<file path="config.mk">
export PLATFORM = sky130hd
export DESIGN_NAME = operand_entry
export DESIGN_NICKNAME = d
export VERILOG_FILES = /design/src/rtl/summ_pkg.sv /design/src/rtl/key_debounce.sv /design/src/rtl/operand_entry.sv
export SDC_FILE = /design/constraint.sdc
export NUM_CORES = 1
export LEC_CHECK = 0
export CORE_MARGIN = 2
export CORE_UTILIZATION = 54
export DETAILED_ROUTE_END_ITERATION = 8
export PLACE_DENSITY_LB_ADDON = 0.08
export REMOVE_ABC_BUFFERS = 1
export SYNTH_ARGS = -nofsm -noshare
export SYNTH_HDL_FRONTEND = slang
export SYNTH_SLANG_ARGS = --single-unit
</file>
<file path="constraint.sdc">
create_clock -name clk -period 2.5 [get_ports clk]
set_input_delay 0.625 -clock clk [delete_from_list [all_inputs] [get_ports clk]]
set_output_delay 0.625 -clock clk [all_outputs]
set_load 0.005 [all_outputs]
</file>
<file path="src/rtl/summ_pkg.sv">
// Shared types and constants for the switches/keys -> summator -> HEX display path.
package summ_pkg;

  typedef enum logic [1:0] {
    EMPTY  = 2'd0,
    HAVE_A = 2'd1,
    FULL   = 2'd2
  } entry_state_t;

  localparam int SUMM_WIDTH = 16;

  // 20 ms of stable level at the 50 MHz board clock.
  localparam int BOARD_DEBOUNCE_CYCLES = 1_000_000;

endpackage

</file>
<file path="src/rtl/key_debounce.sv">
// Conditions one active-low push button: synchronizer, debounced level and a
// one-cycle press pulse on each debounced 1->0 transition.
module key_debounce #(
  parameter int DEBOUNCE_CYCLES = summ_pkg::BOARD_DEBOUNCE_CYCLES
) (
  input  logic clk,
  input  logic rst_n,
  input  logic key_n,
  output logic level,
  output logic press
);

  localparam int CNT_W = $clog2(DEBOUNCE_CYCLES);
  localparam logic [CNT_W-1:0] CNT_LAST = CNT_W'(DEBOUNCE_CYCLES - 1);

  logic             sync_p0;
  logic             sync_p1;
  logic             level_p2;
  logic [CNT_W-1:0] cnt;

  always_ff @(posedge clk or negedge rst_n) begin
    if (!rst_n) begin
      sync_p0  <= 1'b1;
      sync_p1  <= 1'b1;
      level    <= 1'b1;
      level_p2 <= 1'b1;
      cnt      <= '0;
      press    <= 1'b0;
    end else begin
      // synchronizer stages
      sync_p0 <= key_n;
      sync_p1 <= sync_p0;

      // stability counter: any agreement restarts the count
      if (sync_p1 == level) begin
        cnt <= '0;
      end else if (cnt == CNT_LAST) begin
        level <= sync_p1;
        cnt   <= '0;
      end else begin
        cnt <= cnt + CNT_W'(1);
      end

      // edge detect on the debounced level; releases produce nothing
      level_p2 <= level;
      press    <= level_p2 & ~level;
    end
  end

endmodule

</file>
<file path="src/rtl/operand_entry.sv">
// Captures two operands from the slide switches on debounced key0 presses and
// offers the pair downstream over valid/ready; key1 clears the entry.
module operand_entry
  import summ_pkg::*;
#(
  parameter int DEBOUNCE_CYCLES = BOARD_DEBOUNCE_CYCLES,
  parameter int WIDTH           = SUMM_WIDTH
) (
  input  logic             clk,
  input  logic             rst_n,
  input  logic             key0,
  input  logic             key1,
  input  logic [WIDTH-1:0] sw,
  output logic [WIDTH-1:0] op_a,
  output logic [WIDTH-1:0] op_b,
  output logic             out_valid,
  input  logic             out_ready,
  output logic [1:0]       state_led
);

  logic press0;
  logic press1;
  logic key0_level_unused;
  logic key1_level_unused;

  key_debounce #(.DEBOUNCE_CYCLES(DEBOUNCE_CYCLES)) u_key0 (
    .clk   (clk),
    .rst_n (rst_n),
    .key_n (key0),
    .level (key0_level_unused),
    .press (press0)
  );

  key_debounce #(.DEBOUNCE_CYCLES(DEBOUNCE_CYCLES)) u_key1 (
    .clk   (clk),
    .rst_n (rst_n),
    .key_n (key1),
    .level (key1_level_unused),
    .press (press1)
  );

  entry_state_t state;
  entry_state_t state_nxt;
  logic         load_a;
  logic         load_b;
  logic         clear;

  always_comb begin
    state_nxt = state;
    load_a    = 1'b0;
    load_b    = 1'b0;
    clear     = 1'b0;
    case (state)
      EMPTY: begin
        if (press0) begin
          state_nxt = HAVE_A;
          load_a    = 1'b1;
        end
      end
      HAVE_A: begin
        if (press0) begin
          state_nxt = FULL;
          load_b    = 1'b1;
        end
      end
      FULL: begin
        if (out_valid && out_ready) begin
          state_nxt = EMPTY;
        end
      end
      default: state_nxt = EMPTY;
    endcase
    // clear wins over capture; a coincident handshake still completes
    if (press1) begin
      state_nxt = EMPTY;
      load_a    = 1'b0;
      load_b    = 1'b0;
      clear     = 1'b1;
    end
  end

  always_ff @(posedge clk or negedge rst_n) begin
    if (!rst_n) begin
      state     <= EMPTY;
      out_valid <= 1'b0;
      op_a      <= '0;
      op_b      <= '0;
    end else begin
      state     <= state_nxt;
      out_valid <= (state_nxt == FULL);
      if (clear) begin
        op_a <= '0;
        op_b <= '0;
      end else if (load_a) begin
        op_a <= sw;
      end else if (load_b) begin
        op_b <= sw;
      end
    end
  end

  assign state_led = state;

endmodule

</file>
==> flow_metrics.py <==
metrics = {
    "route": {
        "drt_iter0_markers": 121,
        "drc": 0,
        "viasPerCell": 5.49,
        "drt-total-wl_microns": 7600,
        "drt.antenna.violating_nets": 0,
        "vias": 2872,
        "dr.pass1.iters": 4,
        "wl_per_cell_microns": 14.5,
    },
    "setup_path": {
        "startpoint_type": "register",
        "critPathArrivalTime_ps": 2380,
        "cp-end-kind": "register",
        "reg2reg_slack_ps": 390,
        "r2r_start": "u_key0.cnt[0]$_DFF_PN0_",
        "cp-endpoint": "u_key0.cnt[18]$_DFF_PN0_",
        "cp_data_required_time_ps": 2770,
        "crit_start": "u_key0.cnt[0]$_DFF_PN0_",
        "path_max_fanout": 8,
        "critPathKind": "reg -> reg",
        "reg2reg_depth": 5,
        "r2r_end": "u_key0.cnt[18]$_DFF_PN0_",
    },
    "power": {
        "powerDensity_nw_per_um2": 575,
        "leakage_uw": 0.00194,
        "vdd.ir_drop.worst_v": 0.000321,
    },
    "clocking": {
        "tritoncts": "yes",
        "clockRootBuffer": "clkbuf_8",
        "h-tree-depth": 3,
        "cts.sinks": 85,
        "cts_hold_buf": 0,
        "clkLatencyLatePin_ps": 350,
        "clk_pin_slew_ps": 80,
        "cts_buffer_depth": 2,
        "cts_made_buffers": 9,
        "ctsResizeCount": 0,
        "cts_setup_buffers": 0,
    },
    "cells_and_area": {
        "area_growth_pct": 23.8,
        "antennaDiodeCount": 0,
        "final_area_sq_um": 4610,
        "final_cells": 523,
        "nets": 461,
        "drive_gt1_share_pct": 8.80,
    },
    "yosys": {
        "async_flop_share_pct": 100,
        "synth_top_family_by_area": "simple AND/OR/NAND/NOR gates",
        "synthAdderAreaFrac_pct": 0.671,
        "synthMostInstantiatedCell": "nand2_1",
        "yosys.area_share.simple_pct": 24.3,
        "ys_ff_latch": 85,
        "avgSynthCellArea_sq_um": 9.76,
        "synth_seq_area_share_pct": 57.3,
        "synth_common_cells": "80 x nand2_1, 77 x dfrtp_1, 46 x a21oi_1, 32 x nor2_1, 18 x xnor2_1",
        "synth.distinct_cells": 36,
        "yosysTopAreaCellShare_pct": 51.7,
        "yosys-top-cells-area": "dfrtp_1 52%, nand2_1 8.1%, a21oi_1 6.2%, dfstp_2 5.6%, xnor2_1 4.2%",
        "synth-xor-area-share_pct": 6.34,
        "yosys_warnings": 0,
        "netlist_area_sq_um": 3730,
        "synth_top_area_cell": "dfrtp_1",
        "synth-compound-area-share_pct": 8.59,
        "synthFlopType": "dfrtp_1",
        "synth_mux_area_share_pct": 0.604,
        "synth_edf_count": 0,
        "netlist_instances": 382,
    },
    "grt": {
        "grt_start_max_net_pins": 43,
        "grt_use_total_pct": 22.0,
        "antenna_found_initial": 0,
        "grt_pass1_wl_microns": 13100,
        "grt_remaining_overflow": 0,
        "grt_pass1_vias": 2943,
    },
    "sta": {
        "rsz0062_at_grt": "no",
        "worst_slew_pin_slew_ps": 828,
        "fmax_mhz": 473,
        "setup_viol": 0,
        "max_slew_margin_pct": 44.6,
        "layout_min_cycle_time_ps": 2110,
        "fin_worst_skew_ps": 10.2,
        "hold_violations": 0,
        "drv_slew": 0,
        "setup_tns_ps": 0,
        "post-route-period-util_pct": 84.5,
    },
    "placed_design": {
        "dp_hpwl_microns": 5360,
        "portBuffers": 55,
        "gp_congestion": 0.833,
        "dp.cells": 507,
        "place_area_sq_um": 4370,
    },
    "run": {
        "max-cap-violations": 0,
    },
    "floorplanning": {
        "core_area_sq_um": 6720,
        "die_h_microns": 87.1,
        "die-area_sq_um": 7580,
        "die_w_microns": 87.1,
        "ioPinCount": 56,
        "initial_core_util_pct": 55.5,
        "rows": 30,
    },
    "status": {
        "outcome": "finished clean",
    },
    "min_path": {
        "hp-class": "in -> async",
    },
}
[report_power, final]
part	switching [uW]	internal, uW
Combinational	55.4	51.3
Sequential	11.5	1390
Clock	453	691
Total	520	2130
[how the worst min path moves through the flow]
stage / end / cells after the start
floorplan: op_a[0]$_DFFE_PN0P_ / 0
global placement: u_key1.sync_p1$_DFF_PN1_ / 0
detailed placement: u_key1.sync_p1$_DFF_PN1_ / 0
CTS: op_b[6]$_DFFE_PN0P_ / 1
global route: op_b[6]$_DFFE_PN0P_ / 1
finish: op_b[6]$_DFFE_PN0P_ / 1
[critical path, stage by stage (launching register included)]
cell and delay [ps]:
dfrtp_1 390, ha_1 220, nand2_1 100, or4_1 660, or4_1 520, a21oi_1 160
[cell type report]
class	instances	area [sq um]
flip-flops and latches	85	2140
fillers	524	2100
multi-input cells	276	1510
repair buffers	62	613
clock buffers	12	145
well taps	80	100
clock inverters	4	95.1
inverters	4	15.0
[state kept, by name, summed over array words and instances (netlist names)]
| register | cells |
|---|---|
| u_key1.press | 1 |
| u_key1.sync_p1 | 1 |
| u_key0.cnt | 20 |
| u_key0.press | 1 |
| state_led | 2 |
| u_key1.sync_p0 | 1 |
| u_key1.level | 1 |
| u_key0.sync_p0 | 1 |
| out_valid | 1 |
| u_key0.level | 1 |
| op_b | 16 |
| u_key0.level_p2 | 1 |
| u_key0.sync_p1 | 1 |
| u_key1.cnt | 20 |
| op_a | 16 |
| u_key1.level_p2 | 1 |
[through the flow]
stage | setup WS, ps | power, uW | util (%) | hold WS, ps
floorplan | 579 | 1450 | - | 329
global placement | 513 | 1540 | 65.1 | 347
global route | 261 | 2750 | 68.7 | 286
CTS | 380 | 2680 | 68.7 | 265
finish | 388 | 2650 | 68.7 | 248
detailed placement | 399 | 1540 | 65.1 | 349
[cell usage in the layout, fill, tap and decap left out, types with 2 or more instances in the layout]
master           count
xnor2_1             18
xor2_1               9
mux2_2               2
nand2_1             80
nor2_1              32
nand3b_1             3
a21oi_1             46
clkbuf_1             2
nand3_1             12
nand4_1             10
inv_1                4
ha_1                 2
buf_4                7
or4_1                5
nand4b_1             3
or3_2                3
and3_1               5
nor2b_1              3
nor3_1               5
dfrtp_1             77
bufinv_16            3
clkbuf_8            10
nor4_1               9
o21ai_0             10
dfstp_2              8
or3_1                5
clkdlybuf4s50_1     54
and2_1               3
[metal layers]
layer	routed length, microns	track usage (%)	vias up	part of all wire [%]
met5	0	0	-	0
met4	156	9.38	0	2.1
met3	257	4.17	14	3.4
met2	3790	37.3	57	50
met1	3400	27.6	1380	45
li1	-	-	1421	-
[cell families (layout without fill, tap and decap cells)]
family                   after synthesis  after routing
AND/OR/NAND/NOR                      186            186
flip-flops                            85             85
AO/OA/AOI/OAI                         59             59
XOR/XNOR                              27             27
buffers and inverters                 21             82
adder cells (fa/ha/maj)                2              2
multiplexers                           2              2
Note: power is estimated with default switching activity, not from simulation.
